==> src/rtl/i2s_tx_pkg.sv <==
// Shared encodings and helpers for the multi-format serial audio transmitter.
package i2s_tx_pkg;

  // Serial formats. The unused encoding 2'b11 is folded onto FMT_LJ when it is latched.
  localparam logic [1:0] FMT_LJ  = 2'b00;
  localparam logic [1:0] FMT_I2S = 2'b01;
  localparam logic [1:0] FMT_RJ  = 2'b10;

  typedef enum logic {
    ST_IDLE = 1'b0,
    ST_RUN  = 1'b1
  } state_e;

  // Ceiling log2, used for counter and pointer widths (result is at least 1 for v >= 2).
  function automatic int clog2(input int v);
    int r;
    r = 0;
    while ((1 << r) < v) r++;
    return r;
  endfunction

endpackage

==> src/rtl/i2s_tx_fifo.sv <==
// Stereo-pair FIFO: first-word-fall-through read, registered full flag, synchronous flush.
module i2s_tx_fifo
  import i2s_tx_pkg::*;
#(
  parameter int WIDTH = 48,
  parameter int DEPTH = 4
) (
  input  logic             MCLK_i,
  input  logic             nRST_i,
  input  logic             flush,
  input  logic             push,
  input  logic [WIDTH-1:0] wr_data,
  output logic             full,
  input  logic             pop,
  output logic             empty,
  output logic [WIDTH-1:0] rd_data
);

  localparam int             AW       = clog2(DEPTH);
  localparam logic [AW:0]    CNT_FULL = (AW+1)'(DEPTH);

  logic [WIDTH-1:0] mem [DEPTH];
  logic [AW-1:0]    wr_ptr, rd_ptr;
  logic [AW:0]      cnt, cnt_nxt;
  logic             do_push, do_pop;

  // full is a register: a pop against a full FIFO only frees the slot from the next cycle.
  assign empty   = (cnt == '0);
  assign do_push = push & ~full & ~flush;
  assign do_pop  = pop & ~empty & ~flush;
  assign rd_data = mem[rd_ptr];

  // Occupancy after this cycle's push/pop/flush.
  always_comb begin
    cnt_nxt = cnt;
    if (flush)                 cnt_nxt = '0;
    else if (do_push & ~do_pop) cnt_nxt = cnt + 1'b1;
    else if (do_pop & ~do_push) cnt_nxt = cnt - 1'b1;
  end

  // Pointers, count and full flag; full stays high through reset so nothing is accepted early.
  always_ff @(posedge MCLK_i or negedge nRST_i) begin
    if (!nRST_i) begin
      wr_ptr <= '0;
      rd_ptr <= '0;
      cnt    <= '0;
      full   <= 1'b1;
    end else begin
      cnt  <= cnt_nxt;
      full <= (cnt_nxt == CNT_FULL);
      if (flush) begin
        wr_ptr <= '0;
        rd_ptr <= '0;
      end else begin
        if (do_push) wr_ptr <= wr_ptr + 1'b1;
        if (do_pop)  rd_ptr <= rd_ptr + 1'b1;
      end
    end
  end

  // Storage, no reset needed: entries are only read after being written.
  always_ff @(posedge MCLK_i) begin
    if (do_push) mem[wr_ptr] <= wr_data;
  end

endmodule

==> src/rtl/i2s_multiformat_tx.sv <==
// Stereo serial audio transmitter: left-justified / I2S / right-justified framing.
// Optional build macro I2S_TX_UNDERRUN_HOLD_EN: repeat the last pair on underrun
// (default build sends zeros instead).
module i2s_multiformat_tx
  import i2s_tx_pkg::*;
#(
  parameter int DATA_W        = 24,
  parameter int SLOT_W        = 32,
  parameter int MCLK_PER_SCLK = 4,
  parameter int FIFO_DEPTH    = 4
) (
  input  logic              MCLK_i,
  input  logic              nRST_i,
  input  logic [DATA_W-1:0] PDATA_LEFT_i,
  input  logic [DATA_W-1:0] PDATA_RIGHT_i,
  input  logic              PDATA_VALID_i,
  output logic              PDATA_READY_o,
  input  logic [1:0]        FMT_i,
  input  logic              TX_EN_i,
  output logic              SCLK_o,
  output logic              SDATA_o,
  output logic              LRCLK_o,
  output logic              UNDERRUN_o
);

  localparam int              PAD      = SLOT_W - DATA_W;
  localparam int              MC_W     = clog2(MCLK_PER_SCLK);
  localparam int              BC_W     = clog2(2 * SLOT_W);
  localparam logic [MC_W-1:0] MC_LAST  = MC_W'(MCLK_PER_SCLK - 1);
  localparam logic [MC_W-1:0] MC_HALF  = MC_W'(MCLK_PER_SCLK / 2);
  localparam logic [BC_W-1:0] BIT_LAST = BC_W'(2 * SLOT_W - 1);
  localparam logic [BC_W-1:0] BIT_RSL  = BC_W'(SLOT_W);

  state_e                state;
  logic [1:0]            fmt_q;
  logic [MC_W-1:0]       mclk_cnt;
  logic [BC_W-1:0]       bit_cnt;
  logic [DATA_W-1:0]     cur_l, cur_r, sub_l, sub_r;
  logic                  dly_bit;
  logic                  fifo_full, fifo_empty;
  logic [2*DATA_W-1:0]   fifo_rd;
  logic                  start, frame_end, pop, flush, left;
  logic [2*SLOT_W-1:0]   frame_lj, frame_rj;
  logic                  lj_bit, rj_bit;

  assign start     = (state == ST_IDLE) & TX_EN_i & ~fifo_empty;
  assign frame_end = (state == ST_RUN) & TX_EN_i & (mclk_cnt == MC_LAST) & (bit_cnt == BIT_LAST);
  assign pop       = start | frame_end;
  assign flush     = (state == ST_RUN) & ~TX_EN_i;
  assign PDATA_READY_o = ~fifo_full;

`ifdef I2S_TX_UNDERRUN_HOLD_EN
  assign sub_l = cur_l;
  assign sub_r = cur_r;
`else
  assign sub_l = '0;
  assign sub_r = '0;
`endif

  // Whole-frame images: LJ pads zeros after the word, RJ sign-extends in front of it.
  assign frame_lj = {SLOT_W'(cur_l) << PAD, SLOT_W'(cur_r) << PAD};
  assign frame_rj = {SLOT_W'($signed(cur_l)), SLOT_W'($signed(cur_r))};
  assign lj_bit   = frame_lj[BIT_LAST - bit_cnt];
  assign rj_bit   = frame_rj[BIT_LAST - bit_cnt];
  assign left     = (bit_cnt < BIT_RSL);

  i2s_tx_fifo #(.WIDTH(2 * DATA_W), .DEPTH(FIFO_DEPTH)) u_fifo (
    .MCLK_i  (MCLK_i),
    .nRST_i  (nRST_i),
    .flush   (flush),
    .push    (PDATA_VALID_i),
    .wr_data ({PDATA_LEFT_i, PDATA_RIGHT_i}),
    .full    (fifo_full),
    .pop     (pop),
    .empty   (fifo_empty),
    .rd_data (fifo_rd)
  );

  // Control FSM, counters and registered serial outputs. I2S reuses the LJ bit stream
  // delayed by one SCLK through dly_bit.
  always_ff @(posedge MCLK_i or negedge nRST_i) begin
    if (!nRST_i) begin
      state      <= ST_IDLE;
      fmt_q      <= FMT_LJ;
      mclk_cnt   <= '0;
      bit_cnt    <= '0;
      cur_l      <= '0;
      cur_r      <= '0;
      dly_bit    <= 1'b0;
      SCLK_o     <= 1'b1;
      SDATA_o    <= 1'b0;
      LRCLK_o    <= 1'b0;
      UNDERRUN_o <= 1'b0;
    end else begin
      UNDERRUN_o <= 1'b0;
      if (state == ST_IDLE) begin
        fmt_q    <= (FMT_i == FMT_I2S || FMT_i == FMT_RJ) ? FMT_i : FMT_LJ;
        mclk_cnt <= '0;
        bit_cnt  <= '0;
        dly_bit  <= 1'b0;
        SCLK_o   <= 1'b1;
        SDATA_o  <= 1'b0;
        LRCLK_o  <= 1'b0;
        if (start) begin
          state          <= ST_RUN;
          {cur_l, cur_r} <= fifo_rd;
        end
      end else if (!TX_EN_i) begin
        state    <= ST_IDLE;
        mclk_cnt <= '0;
        bit_cnt  <= '0;
        dly_bit  <= 1'b0;
        SCLK_o   <= 1'b1;
        SDATA_o  <= 1'b0;
        LRCLK_o  <= 1'b0;
      end else begin
        if (mclk_cnt == MC_LAST) begin
          mclk_cnt <= '0;
          bit_cnt  <= (bit_cnt == BIT_LAST) ? '0 : bit_cnt + 1'b1;
        end else begin
          mclk_cnt <= mclk_cnt + 1'b1;
        end
        if (mclk_cnt == '0) begin
          SCLK_o  <= 1'b0;
          dly_bit <= lj_bit;
          SDATA_o <= (fmt_q == FMT_I2S) ? dly_bit : (fmt_q == FMT_RJ) ? rj_bit : lj_bit;
          LRCLK_o <= (fmt_q == FMT_I2S) ? ~left : left;
        end else if (mclk_cnt == MC_HALF) begin
          SCLK_o <= 1'b1;
        end
        if (frame_end) begin
          UNDERRUN_o     <= fifo_empty;
          {cur_l, cur_r} <= fifo_empty ? {sub_l, sub_r} : fifo_rd;
        end
      end
    end
  end

endmodule
==> config.mk <==
export PLATFORM = sky130hd
export DESIGN_NAME = i2s_multiformat_tx
export DESIGN_NICKNAME = d
export VERILOG_FILES = /design/src/rtl/i2s_tx_pkg.sv /design/src/rtl/i2s_tx_fifo.sv /design/src/rtl/i2s_multiformat_tx.sv
export SDC_FILE = /design/constraint.sdc
export NUM_CORES = 1
export LEC_CHECK = 0
export CAP_MARGIN = 0
export CORE_UTILIZATION = 61
export CTS_CLUSTER_SIZE = 12
export DETAILED_ROUTE_END_ITERATION = 8
export DONT_BUFFER_PORTS = 1
export PLACE_DENSITY = 0.77
export SYNTH_ARGS = -nofsm -noshare
export SYNTH_HDL_FRONTEND = slang
export SYNTH_SLANG_ARGS = --single-unit
==> constraint.sdc <==
create_clock -name MCLK_i -period 3.4 [get_ports MCLK_i]
set_input_delay 0.34 -clock MCLK_i [delete_from_list [all_inputs] [get_ports MCLK_i]]
set_output_delay 0.34 -clock MCLK_i [all_outputs]
set_load 0.01 [all_outputs]
# --- Word level (Yosys, flattened, before mapping) ---
# Memory sizes are Yosys's and may differ from the RTL's.
# Cells that the tools add are included.
totals:
  regBits: 72
  ram_bits: 192
  input_bits: 54
  output_inout_bits: 5
  wordCells: 118
  memories: 1
memory_table:
  columns: ["name", "depth", "width", "rd", "rd_ports_with_merged_regs", "wr", "line_no", "rtl"]
  rows:
  - ["u_fifo.mem", 4, 48, 1, 0, 1, "i2s_tx_fifo.sv:22", "logic [WIDTH-1:0] mem [DEPTH];"]
classes:
  add_sub_neg: 7
  magnitude_cmp: 2
  n_eq_ne: 13
  n_mux: 52
  bitwise: 21
  n_reduce_logical: 7
op_table:
  columns: ["operator", "n"]
  rows:
  - ["two-way mux 24 bit", 8]
  - ["two-way mux 48 bit", 1]
  - ["two-way mux 1 bit", 26]
  - ["two-way mux 6 bit", 4]
  - ["two-way mux 2 bit", 8]
  - ["bitwise AND 1 bit", 12]
  - ["binary-select mux 1 bit (select 6 bit)", 2]
  - ["two-way mux 3 bit", 3]
  - ["equality test 2 bit (second input constant)", 4]
  - ["NOT 1 bit", 8]
  - ["less-than comparator 6 x 7 -> 1 bit (second input constant)", 1]
  - ["adder 2 x 1 -> 2 bit (second input constant)", 3]
  - ["adder 6 x 1 -> 6 bit (second input constant)", 1]
  - ["equality test 6 bit (second input constant)", 1]
  - ["less-than comparator 6 bit (second input constant)", 1]
  - ["!= test 3 x 2 -> 1 bit (second input constant)", 2]
  - ["nonzero test 2 bit", 3]
  - ["subtractor 6 bit (first input constant)", 1]
  - ["equality test 2 x 1 -> 1 bit (second input constant)", 2]
  - ["!= test 4 x 2 -> 1 bit (second input constant)", 1]
  - ["adder 3 x 1 -> 3 bit (second input constant)", 1]
  - ["equality test 3 bit (second input constant)", 1]
  - ["logical NOT 3 bit", 1]
  - ["AND reduction 3 bit", 1]
  - ["6 further kinds", 6]

# --- Depth between registers and ports, before layout ---
logic_depth:
  ltp_word: 11
  mapped_depth: 9
  depth_no_buf: 7

# --- Hierarchy ---
# Synthesis repeated with hierarchy kept, for this count alone.
hier_totals:
  hier_cells: 658
  area_unflattened_um2: 10659.0
modules_own_cells:
  columns: ["mod", "instances", "cells_per_inst", "area_per_inst_um2", "seq_area_each_um2"]
  rows:
  - ["i2s_tx_fifo", 1, 306, 7443.4, 5967.0]
  - ["i2s_multiformat_tx", 1, 352, 3215.6, 1602.8]

# --- Worst setup path before layout ---
# OpenSTA, ideal clock, no wires.
synth_path:
  path_kind: "reg2reg"
  start: "register u_fifo.full"
  end: "memory u_fifo.mem[0][0] (enable)"
  setup_time_ps: 410
  arrival_ps: 2045
  required_ps: 2990
  path_slack_ps: 945
  stages_incl_launch_ff: 5
  n_path_buf: 1
  synth_period_minus_slack_ps: 2455
  cell_sequence: "dfstp_2 nand2b_1 clkbuf_1 nor2_1 and2_1"
synth_via:
  elab_chain_cells: 5
synth_rtl:
  columns: ["item", "line_no", "rtl"]
  rows:
  - ["start, declared", "i2s_tx_fifo.sv:13", "output logic full,"]
  - ["start signal, assigned", "i2s_tx_fifo.sv:50", "full <= (cnt_nxt == CNT_FULL);"]
  - ["NOT 1 bit", "i2s_tx_fifo.sv:29", "assign do_push = push & ~full & ~flush;"]
  - ["bitwise AND 1 bit (2 in series)", "i2s_tx_fifo.sv:29", null]
  - ["two-way mux 1 bit", "i2s_tx_fifo.sv:63", "if (do_push) mem[wr_ptr] <= wr_data;"]
  - ["two-way mux 1 bit (not written as such)", "i2s_tx_fifo.sv:63", null]
  - ["end, declared", "i2s_tx_fifo.sv:22", null]
# No other way between the ends.

# --- Final worst setup path ---
layout_path:
  start: "register bit_cnt[1]"
  end: "register cur_r[17]"
layout_via:
  elab_chain_cells: 4
layout_rtl:
  columns: ["item", "line_no", "rtl"]
  rows:
  - ["start, declared", "i2s_multiformat_tx.sv:37", "logic [BC_W-1:0] bit_cnt;"]
  - ["start signal, assigned", "i2s_multiformat_tx.sv:119", "bit_cnt <= (bit_cnt == BIT_LAST) ? '0 : bit_cnt + 1'b1;"]
  - ["equality test 6 bit", "i2s_multiformat_tx.sv:47", "assign frame_end = (state == ST_RUN) & TX_EN_i & (mclk_cnt == MC_LAST) & (bit_cnt == BIT_LAST);"]
  - ["bitwise AND 1 bit", "i2s_multiformat_tx.sv:47", null]
  - ["!= test 2 x 1 -> 1 bit (no source line)", null, null]
  - ["AND reduction 3 bit (no source line)", null, null]
  - ["end signal, assigned", "i2s_multiformat_tx.sv:106", "{cur_l, cur_r} <= fifo_rd;"]
  - ["end signal, assigned", "i2s_multiformat_tx.sv:133", "{cur_l, cur_r} <= fifo_empty ? {sub_l, sub_r} : fifo_rd;"]
  - ["end, declared", "i2s_multiformat_tx.sv:38", "logic [DATA_W-1:0] cur_l, cur_r, sub_l, sub_r;"]
# No other way between the ends.
# A chain may end at the register's enable or synchronous reset.

==> metrics <==
pre-CTS setup slack=1.156 ns; fin cells=a little under 1000; Detail Route Antenna Nets=0; first-pass GRT wire length=approximately 33 mm; H-tree levels=1; status=completed; post-CTS resize count=0; crit path DAT=around 2.7 ns; largest net degree at the start of global routing=73; gr usage total=0.2414; Initial Util=0.6341; Max FO, Critical Path=53; Final Hold Viols=0; global route overflow=0; RePlAce Congestion=between 0.8 and 0.9; most common cell after layout, fill and taps aside=edfxtp_1; average wire per standard cell=between 20 and 25 um; vias in the first global route=roughly 6100; Antenna Cells=0; die area=between 15000 and 20000 um^2; Compound-Gate Fraction of Synth Area=0.04846; critical path, cell by cell=ha_1, nand3_2, o21ai_2, nand2_2, buf_12, o21ai_0; Slowest-stage cell, CP=dfrtp_1; die extent in y=roughly 130 um; clk buf depth=3; adder-cell share of the synthesized area=0.01396; # DRC=0; PortBufs=0; initial DRC count=438; Worst-Skew Late Latency=roughly 0.55 ns; Synth Register Bits=between 200 and 300; Sink Count=between 200 and 300; # fillers=roughly 1000; switching pwr=2.882 mW; CTS tree=yes; YS warnings=0; Required @ worst endpoint=approximately 3.9 ns; Layout Skew=about 0.025 ns; multi-input logic area=2888 um^2; Via-to-Cell Ratio=6.065; Sw Ratio=0.2944; sequential share of power=0.467; main combinational cell family by area after synthesis=multiplexers; placement row count=47; IO Count=just under 60; Yosys cell types=49; mux cell area share after synthesis=0.1291; initial antenna violation count=0; PD cells=about 800 nW/um^2; CP endpoint kind=flip-flop; Core ar.=roughly 17000 um^2; Post-synth EDFFs=192; Post-Syn Area=about 11000 um^2; width of the die=roughly 130 um; register area=between 7000 and 8000 um^2; fraction of layout cells with a size suffix above 1=0.1561; Worst Hold Class=in2reg; Comb power frac=0.247; clock share of power=0.287; synth-to-layout area growth=15.28%; Layout Nets=roughly 790; final slew viol count=0; Seq/Total Area, Yosys=0.7098; CTS clk-pin slew, worst paths=approximately 0.060 ns; commonest cells after routing, fill and taps aside=edfxtp_1 (192), nand2_1 (110), dfrtp_1 (68); xor and xnor area share after synthesis=0.006570; RSZ-0062 raised after global routing=false; final setup margin=1.110 ns; crit path time final=2.290 ns; crit-path max cell delay=approximately 0.54 ns; Slew headroom=0.5050; maximum clock rate=about 440 MHz; CTS root buf=clkbuf_16; prevailing post-synth register cell=edfxtp_1; final HPWL from detailed placement=about 12 mm; leak pwr=between 4 and 5 nW; Setup Crit Path Kind=reg2reg; asr flop ratio synth=0.2727; setup tns final=0 ns; internal power=approximately 6.9 mW; CP startpoint kind=flip-flop; Vias=5841; Post-Syn Nets=730; 1st-pass router iterations=5; setup violators final=0; Total Wirelength=between 20 and 25 mm; CTS Buf Count=28; Max Cap Violations=0; Final Cycle Share=0.6737; Post-Synth Simple-Gate Area=0.07204; VDD IR max=about 0.7 mV; syn_area_per_cell=approximately 16 um^2; Least-Margin Pin Slew=0.7425 ns; Placed Cells=858; Util after Layout=0.7309; Mapped Cells=around 670
==> cell families (layout without fill, tap and decap cells) <==
| kind of cell | Yosys count | after routing |
|---|---|---|
| flip-flops | 264 | 264 |
| adder cells (fa/ha/maj) | 12 | 12 |
| multiplexers | 77 | 77 |
| buffers and inverters | 48 | 126 |
| XOR/XNOR | 8 | 8 |
| AND/OR/NAND/NOR | 174 | 174 |
| AO/OA/AOI/OAI | 82 | 82 |
==> layer usage <==
metal,part of all wire,vias to the layer above,global-route usage
met5,0,-,0
met1,0.42,2993,0.3261
li1,-,2618,-
met3,0.054,36,0.04762
met2,0.51,194,0.4073
met4,0.020,0,0.06242
==> timing repair <==
item                      in CTS  in global routing
hold endpoints to repair     268                  0
buffers inserted               0                  0
hold buffers                  53                  0
==> worst paths after layout <==
path | from | to | slack (ns) | cells after the start
max in group asynchronous | nRST_i | cur_l[20]$_DFFE_PN0P_ | 2.69 | 2
min in group asynchronous | nRST_i | bit_cnt[5]$_DFFE_PN0P_ | 0.40 | 2
hold / removal | FMT_i[0] | fmt_q[1]$_DFFE_PN0N_ | 0.04 | 2
hold reg to reg | cur_l[5]$_DFFE_PN0P_ | cur_l[5]$_DFFE_PN0P_ | 0.48 | 2
setup reg to reg | bit_cnt[1]$_DFFE_PN0P_ | cur_r[17]$_DFFE_PN0P_ | 1.11 | 6
setup / recovery | bit_cnt[1]$_DFFE_PN0P_ | cur_r[17]$_DFFE_PN0P_ | 1.11 | 6
==> per-stage QoR <==
stage | area [um^2] | power (mW) | hold WS [ns]
2_1_floorplan | 10660 | 6.290 | 0.04441
3_3_place_gp | 10880 | 6.824 | 0.04741
3_5_place_dp | 10880 | 6.947 | 0.04686
4_1_cts | 12290 | 9.869 | 0.02621
5_1_grt | 12290 | 10.29 | 0.01979
6_report | 12290 | 9.791 | 0.04167
==> Yosys cell counts (3+ instances only) <==
master    number  area share
edfxtp_1     192        0.54
nand2_1      111       0.039
dfrtp_1       70        0.16
o21ai_0       54       0.025
mux4_2        48        0.10
mux2i_1       28       0.026
clkbuf_1      23      0.0081
nor2_1        19      0.0067
buf_2         12      0.0056
ha_1          11       0.013
inv_1          9      0.0032
nor2b_1        9      0.0053
a22oi_1        7      0.0049
nand2b_1       6      0.0035
nand3_1        6      0.0028
and2_1         5      0.0029
xnor2_1        5      0.0041
a21oi_1        4      0.0019
and3_1         4      0.0023
nor3_1         3      0.0014
xor2_1         3      0.0025
==> cell type report <==
class / count / share of cell area
Sequential cell: 264 / 0.6160
Multi-Input combinational cell: 353 / 0.2349
Clock buffer: 45 / 0.06463
Timing Repair Buffer: 65 / 0.05394
Tap cell: 220 / 0.02239
Clock inverter: 7 / 0.005394
Inverter: 9 / 0.002748
==> state kept, by name, indices dropped and copies added, names as in the netlist <==
signal         flops
cur_l             24
u_fifo.rd_ptr      2
bit_cnt            6
state              1
cur_r             24
mclk_cnt           2
fmt_q              2
u_fifo.cnt         3
LRCLK_o            1
u_fifo.mem       192
SCLK_o             1
dly_bit            1
u_fifo.full        1
SDATA_o            1
UNDERRUN_o         1
u_fifo.wr_ptr      2
==> critical path: cells and delay by family (launching register included) <==
kind                     cells  cell delay, ns
AND/OR/NAND/NOR              2            0.55
buffers and inverters        1            0.35
flip-flops                   1            0.54
adder cells (fa/ha/maj)      1            0.28
AO/OA/AOI/OAI                2            0.46
==> power by group through the flow <==
stage	sequential, mW	clock (mW)	combinational (mW)
after floorplan	4.48	0	1.81
after global placement	4.57	0	2.25
after detailed placement	4.62	0	2.32
after CTS	4.57	2.85	2.45
after global routing	4.64	2.98	2.66
final	4.57	2.81	2.41
No activity file was read; power rests on OpenSTA's default activity.
